$ cat src/rtl/nios2_mycpu_oci_pkg.sv
// Shared OCI trace definitions: atom codes, DCT buffer geometry and packer FSM states.
package nios2_mycpu_oci_pkg;
    localparam int DCT_BUF_W = 30;
    localparam int DCT_CNT_W = 4;

    localparam logic [1:0] ATOM_NT  = 2'b00;
    localparam logic [1:0] ATOM_TK  = 2'b01;
    localparam logic [1:0] ATOM_IND = 2'b10;
    localparam logic [1:0] ATOM_EXC = 2'b11;

    typedef enum logic [1:0] {RUN, ENDING, ENDED} dct_state_e;
endpackage

$ cat src/rtl/nios2_mycpu_oci_dct_outreg.sv
// Completed-frame output register with valid/ready handshake; accepts a new
// frame in the same cycle the held one is taken, so streams run without bubbles.
module nios2_mycpu_oci_dct_outreg
    import nios2_mycpu_oci_pkg::*;
(
    input  logic                 clk,
    input  logic                 reset,
    input  logic                 load,
    input  logic [DCT_BUF_W-1:0] ld_data,
    input  logic [DCT_CNT_W-1:0] ld_count,
    input  logic                 frm_ready,
    output logic                 frm_valid,
    output logic [DCT_BUF_W-1:0] frm_data,
    output logic [DCT_CNT_W-1:0] frm_count,
    output logic                 can_load
);
    assign can_load = !frm_valid || frm_ready;

    always_ff @(posedge clk or posedge reset) begin
        if (reset) begin
            frm_valid <= 1'b0;
            frm_data  <= '0;
            frm_count <= '0;
        end else if (load) begin
            frm_valid <= 1'b1;
            frm_data  <= ld_data;
            frm_count <= ld_count;
        end else if (frm_ready) begin
            frm_valid <= 1'b0;
        end
    end
endmodule

$ cat src/rtl/nios2_mycpu_oci_dct_packer.sv
// Packs 2-bit DCT trace atoms into frames of up to MAX_ATOMS, with flush,
// idle timeout and end-of-test drain sequencing.
module nios2_mycpu_oci_dct_packer
    import nios2_mycpu_oci_pkg::*;
#(
    parameter int MAX_ATOMS  = 15,
    parameter int IDLE_FLUSH = 64
) (
    input  logic                 clk,
    input  logic                 reset,
    input  logic                 atom_valid,
    input  logic [1:0]           atom,
    output logic                 atom_ready,
    input  logic                 flush,
    input  logic                 test_ending,
    output logic                 frm_valid,
    input  logic                 frm_ready,
    output logic [DCT_BUF_W-1:0] frm_data,
    output logic [DCT_CNT_W-1:0] frm_count,
    output logic [DCT_BUF_W-1:0] dct_buffer,
    output logic [DCT_CNT_W-1:0] dct_count,
    output logic                 test_has_ended
);
    localparam int IDLE_W = (IDLE_FLUSH > 0) ? $clog2(IDLE_FLUSH + 1) : 1;
    localparam logic [IDLE_W-1:0]    IDLE_MAX = IDLE_W'(IDLE_FLUSH);
    localparam logic [DCT_CNT_W-1:0] LAST_IDX = DCT_CNT_W'(MAX_ATOMS - 1);
    localparam logic [DCT_CNT_W-1:0] MAX_CNT  = DCT_CNT_W'(MAX_ATOMS);

    dct_state_e           state;
    logic                 flush_pend;
    logic [IDLE_W-1:0]    idle_cnt;
    logic                 can_load;
    logic                 flush_req, timeout, accept, emit_req, emit;
    logic [DCT_BUF_W-1:0] buf_nxt;
    logic [DCT_CNT_W-1:0] cnt_nxt;

    always_comb begin
        flush_req  = flush || flush_pend;
        timeout    = (IDLE_FLUSH != 0) && (idle_cnt == IDLE_MAX) && (dct_count != '0);
        // Stall the producer only when this cycle must emit and the output is still occupied.
        atom_ready = !reset && (state == RUN) &&
                     (can_load || !((dct_count == LAST_IDX) || flush_req || timeout));
        accept     = atom_valid && atom_ready;
        buf_nxt    = dct_buffer;
        if (accept)
            buf_nxt[{dct_count, 1'b0} +: 2] = atom;
        cnt_nxt    = dct_count + DCT_CNT_W'(accept);
        emit_req   = 1'b0;
        case (state)
            RUN:     emit_req = (accept && cnt_nxt == MAX_CNT) ||
                                (flush_req && cnt_nxt != '0) || timeout;
            ENDING:  emit_req = (dct_count != '0);
            default: emit_req = 1'b0;
        endcase
        emit = emit_req && can_load;
    end

    always_ff @(posedge clk or posedge reset) begin
        if (reset) begin
            state          <= RUN;
            dct_buffer     <= '0;
            dct_count      <= '0;
            flush_pend     <= 1'b0;
            idle_cnt       <= '0;
            test_has_ended <= 1'b0;
        end else begin
            if (emit) begin
                dct_buffer <= '0;
                dct_count  <= '0;
            end else begin
                dct_buffer <= buf_nxt;
                dct_count  <= cnt_nxt;
            end
            flush_pend <= (state == RUN) && !emit && flush_req && (cnt_nxt != '0);
            if ((state != RUN) || accept || emit)
                idle_cnt <= '0;
            else if ((dct_count != '0) && (idle_cnt != IDLE_MAX))
                idle_cnt <= idle_cnt + 1'b1;
            case (state)
                RUN: if (test_ending) state <= ENDING;
                ENDING: if ((dct_count == '0) && can_load) begin
                    state          <= ENDED;
                    test_has_ended <= 1'b1;
                end
                default: test_has_ended <= 1'b1;
            endcase
        end
    end

    nios2_mycpu_oci_dct_outreg u_outreg (
        .clk       (clk),
        .reset     (reset),
        .load      (emit),
        .ld_data   (buf_nxt),
        .ld_count  (cnt_nxt),
        .frm_ready (frm_ready),
        .frm_valid (frm_valid),
        .frm_data  (frm_data),
        .frm_count (frm_count),
        .can_load  (can_load)
    );
endmodule

$ cat config.mk
export PLATFORM = sky130hd
export DESIGN_NAME = nios2_mycpu_oci_dct_packer
export DESIGN_NICKNAME = d
export VERILOG_FILES = /design/src/rtl/nios2_mycpu_oci_pkg.sv /design/src/rtl/nios2_mycpu_oci_dct_outreg.sv /design/src/rtl/nios2_mycpu_oci_dct_packer.sv
export SDC_FILE = /design/constraint.sdc
export NUM_CORES = 1
export LEC_CHECK = 0
export CAP_MARGIN = 15
export CORE_MARGIN = 2
export CORE_UTILIZATION = 45
export CTS_CLUSTER_DIAMETER = 50
export DETAILED_ROUTE_END_ITERATION = 10
export PLACE_DENSITY = 0.75
export SYNTH_ARGS = -nofsm -noshare
export SYNTH_HDL_FRONTEND = slang
export SYNTH_SLANG_ARGS = --single-unit
$ cat constraint.sdc
create_clock -name clk -period 4.8 [get_ports clk]
set_input_delay 0.96 -clock clk [delete_from_list [all_inputs] [get_ports clk]]
set_output_delay 0.96 -clock clk [all_outputs]
set_load 0.01 [all_outputs]
==> impl_metrics.csv <==
group,metric,value,unit
hold_path,hold_class,"reg -> reg",
yosys,avgSynthCellArea,11.2,µm²
floorplanning,ioPinCount,79,
setup_path,crit_required,5.04,ns
floorplanning,row_count,33,
power,seqPwrFrac,42.3,%
clock_network,cts_setup_buffers,0,
sta,fin_crit,4.26,ns
sta,finalSetupTns,0,ns
grt,top_usage_layer,"met2",
sta,rsz0062_at_grt,"false",
floorplanning,initial_utilization,45.9,%
setup_path,r2r_cells,14,
final_layout,nNetsFinal,429,
yosys,synth_cell_types,39,
yosys,synth_ff_type,"dfrtp_1",
sta,fin_crit_sh,88.8,%
setup_path,setup.worst_path.class,"reg -> reg",
clock_network,holdBufCountCts,0,
yosys,synth_largest_area_cell,"dfrtp_1",
final_layout,n_fill_cell,728,
clock_network,clockRootBuffer,"clkbuf_8",
grt,grt_pass1_wl,13.6,mm
flow_run,drv_cap,0,
routing,post_drt_wl_per_cell,15.8,µm
setup_path,r2r_end,"u_outreg.frm_count[1]",
routing,routed_wirelength,8.27,mm
floorplanning,dieArea,9000,µm²
setup_path,worstReg2RegStart,"dct_count[0]",
grt,grt_max_degree,83,
setup_path,rrSetupSlack,0.54,ns
routing,drtIter0Drc,185,
routing,vias,2653,
final_layout,area_delta_synth_final,29.4,%
yosys,synth_fp_nets,349,
sta,fmax,235,MHz
grt,antenna_found_initial,0,
power,powerDensity,465,nW/µm²
grt,grt_overflow,0,
clock_network,clk_path_buf_depth,2,
setup_path,cp-start-kind,"register",
clock_network,cts_tree,"done",
routing,dr.pass1.iters,4,
final_layout,drive_gt1_share,6.70,%
clock_network,path_clk_slew,0.09,ns
sta,hold_violations,0,
run_status,status,"completed",
yosys,ys_ff_latch,80,
power,p_int,0.00148,W
routing,ant_nets,0,
power,total_power,0.00224,W
hold_path,worstHoldStart,"test_has_ended",
power,clkPwrFrac,23.2,%
hold_path,hold_depth,1,
clock_network,clock-sinks,80,
setup_path,end_kind,"register",
power,pwr-share-comb,34.5,%
routing,vias_per_cell,5.07,
yosys,synth_edf_count,0,
clock_network,insertion_delay,0.35,ns
power,swShare,33.9,%
yosys,ys_seq_area_share,53.9,%
routing,drc_errors,0,
clock_network,cts.repair.resized,0,
final_layout,diodes,0,
placement,dp_hpwl,5.94,mm
floorplanning,dieWidth,94.9,µm
grt,grt_use_total,19.9,%
grt,grt.met3_usage,4.55,%
grt,grt_pass1_vias,2681,
power,peakVddDrop,0.000282,V
placement,io_buffers,78,
setup_path,arrival,4.50,ns
clock_network,cts_max_level,3,
grt,met1_usage,27.8,%
yosys,syn_inst,333,
sta,worst_pin_slew,1.01,ns
sta,max_slew_margin,32.6,%
hold_path,hold-path-endpoint,"test_has_ended",
clock_network,numCtsBuffers,9,
floorplanning,fp.dieH,94.9,µm
yosys,syn-cell-area,3720,µm²
sta,skew,0.00961,ns
yosys,ys_warn_count,0,
floorplanning,core-area,8090,µm²
sta,drv_slew,0,
power,switchingPower,0.000758,W
placement,finalWeightedCongestion,0.879,
power,leakage,2.15,nW
yosys,async_reset_ff_share,100,%
setup_path,cp_max_fo,50,
yosys,synth_top_area_share,53.9,%
grt,use_met2,30.3,%
yosys,synth_area_leaders,"dfrtp_1 54%, mux2i_1 17%, nor2_1 4.9%",
sta,setup_viol,0,
[critical path, stage by stage, from the launching register on]
cell	delay, ns
dfrtp_1	0.54
inv_1	0.19
ha_1	0.35
or3b_1	0.31
a31oi_1	0.15
o21ai_2	0.32
inv_1	0.16
ha_1	0.22
ha_1	0.19
xnor2_1	0.18
a2111oi_2	0.43
nor4_2	0.11
a2111oi_4	0.30
buf_12	0.32
mux2_2	0.37
[power groups by stage]
| stage | clock [W] | combinational (W) | sequential (W) |
|---|---|---|---|
| floorplan | 0 | 0.000300 | 0.00101 |
| global placement | 0 | 0.000763 | 0.000961 |
| detailed placement | 0 | 0.000774 | 0.000954 |
| CTS | 0.000531 | 0.000778 | 0.000948 |
| global route | 0.000565 | 0.000849 | 0.000968 |
| finish | 0.000519 | 0.000771 | 0.000945 |
[Yosys cell counts (2+ instances only)]
master and number:
a21oi_1 2, a31oi_1 3, and2_1 2, and3_1 6, buf_2 3, buf_4 7, clkbuf_1 2, dfrtp_1 80
ha_1 8, inv_1 38, mux2i_1 62, nand2_1 10, nand2b_1 2, nand3_1 2, nand3b_1 2, nand4_1 7
nor2_1 49, nor2b_1 3, nor3_1 4, nor3b_1 5, nor4_1 6, o21ai_0 2, or4_1 2, xnor2_1 5
xor2_1 7
[sequential cells by signal (all words and copies together) (netlist names)]
register	flops
u_outreg.frm_data	30
test_has_ended	1
dct_count	4
u_outreg.frm_valid	1
idle_cnt	7
state	2
u_outreg.frm_count	4
flush_pend	1
dct_buffer	30
[final cells by class]
type	count	area, µm²	share of cell area, %
Tap cell	105	131	2.73
Clock buffer	9	124	2.58
Clock inverter	7	83.8	1.74
Sequential cell	80	2000	41.6
Timing Repair Buffer	81	816	17.0
Inverter	38	146	3.04
Multi-Input combinational cell	203	1510	31.3
[cells by family (layout without fill, tap and decap cells)]
family,Yosys count,after routing,synth area share [%]
AND/OR/NAND/NOR,104,104,14.0
flip-flops,80,80,53.9
multiplexers,64,64,17.3
buffers and inverters,50,135,5.86
AO/OA/AOI/OAI,15,15,3.47
XOR/XNOR,12,12,2.83
adder cells (fa/ha/maj),8,8,2.69
[metal layers]
metal / up-vias / wire, µm
li1: 1270 / -
met1: 1294 / 3800
met5: - / 0
met3: 13 / 477
met2: 76 / 3830
met4: 0 / 155
[cells in the final DEF, fill, tap and decap left out, drive strengths merged, types with 2 or more instances in the layout]
| cell | n |
|---|---|
| inv | 42 |
| nor4 | 7 |
| and2 | 2 |
| nand2b | 2 |
| mux2 | 2 |
| xnor2 | 5 |
| dfrtp | 80 |
| o21ai | 3 |
| xor2 | 7 |
| nor3 | 4 |
| clkbuf | 9 |
| ha | 8 |
| clkdlybuf4s50 | 78 |
| buf | 3 |
| a2111oi | 2 |
| a31oi | 3 |
| clkinvlp | 2 |
| and3 | 6 |
| nand3 | 2 |
| nor3b | 5 |
| a21oi | 2 |
| mux2i | 62 |
| nor2 | 49 |
| or4 | 2 |
| nand3b | 2 |
| nand2 | 10 |
| nand4 | 7 |
| nor2b | 3 |
[metrics by stage]
stage / util [%] / std cells / setup WS [ns] / cell area, µm² / hold slack (ns)
floorplan: - / 333 / 0.00332 / 3730 / 0.503
global placement: 56.8 / 507 / 0.503 / 4600 / 0.456
detailed placement: 56.8 / 507 / 0.417 / 4600 / 0.467
CTS: 59.4 / 523 / 0.516 / 4810 / 0.488
global route: 59.4 / 523 / 0.212 / 4810 / 0.497
finish: 59.4 / 523 / 0.539 / 4810 / 0.476
[worst max path at each step]
stage,slack [ns],to,cells after the start,start
2_1_floorplan,0.003,u_outreg.frm_count[0],12,reset
3_3_place_gp,0.50,u_outreg.frm_count[1],13,flush
3_5_place_dp,0.42,u_outreg.frm_count[1],13,flush
4_1_cts,0.52,atom_ready,6,reset
5_1_grt,0.21,u_outreg.frm_count[1],14,dct_count[0]
6_report,0.54,u_outreg.frm_count[1],14,dct_count[0]
No activity file was read; power rests on OpenSTA's default activity.
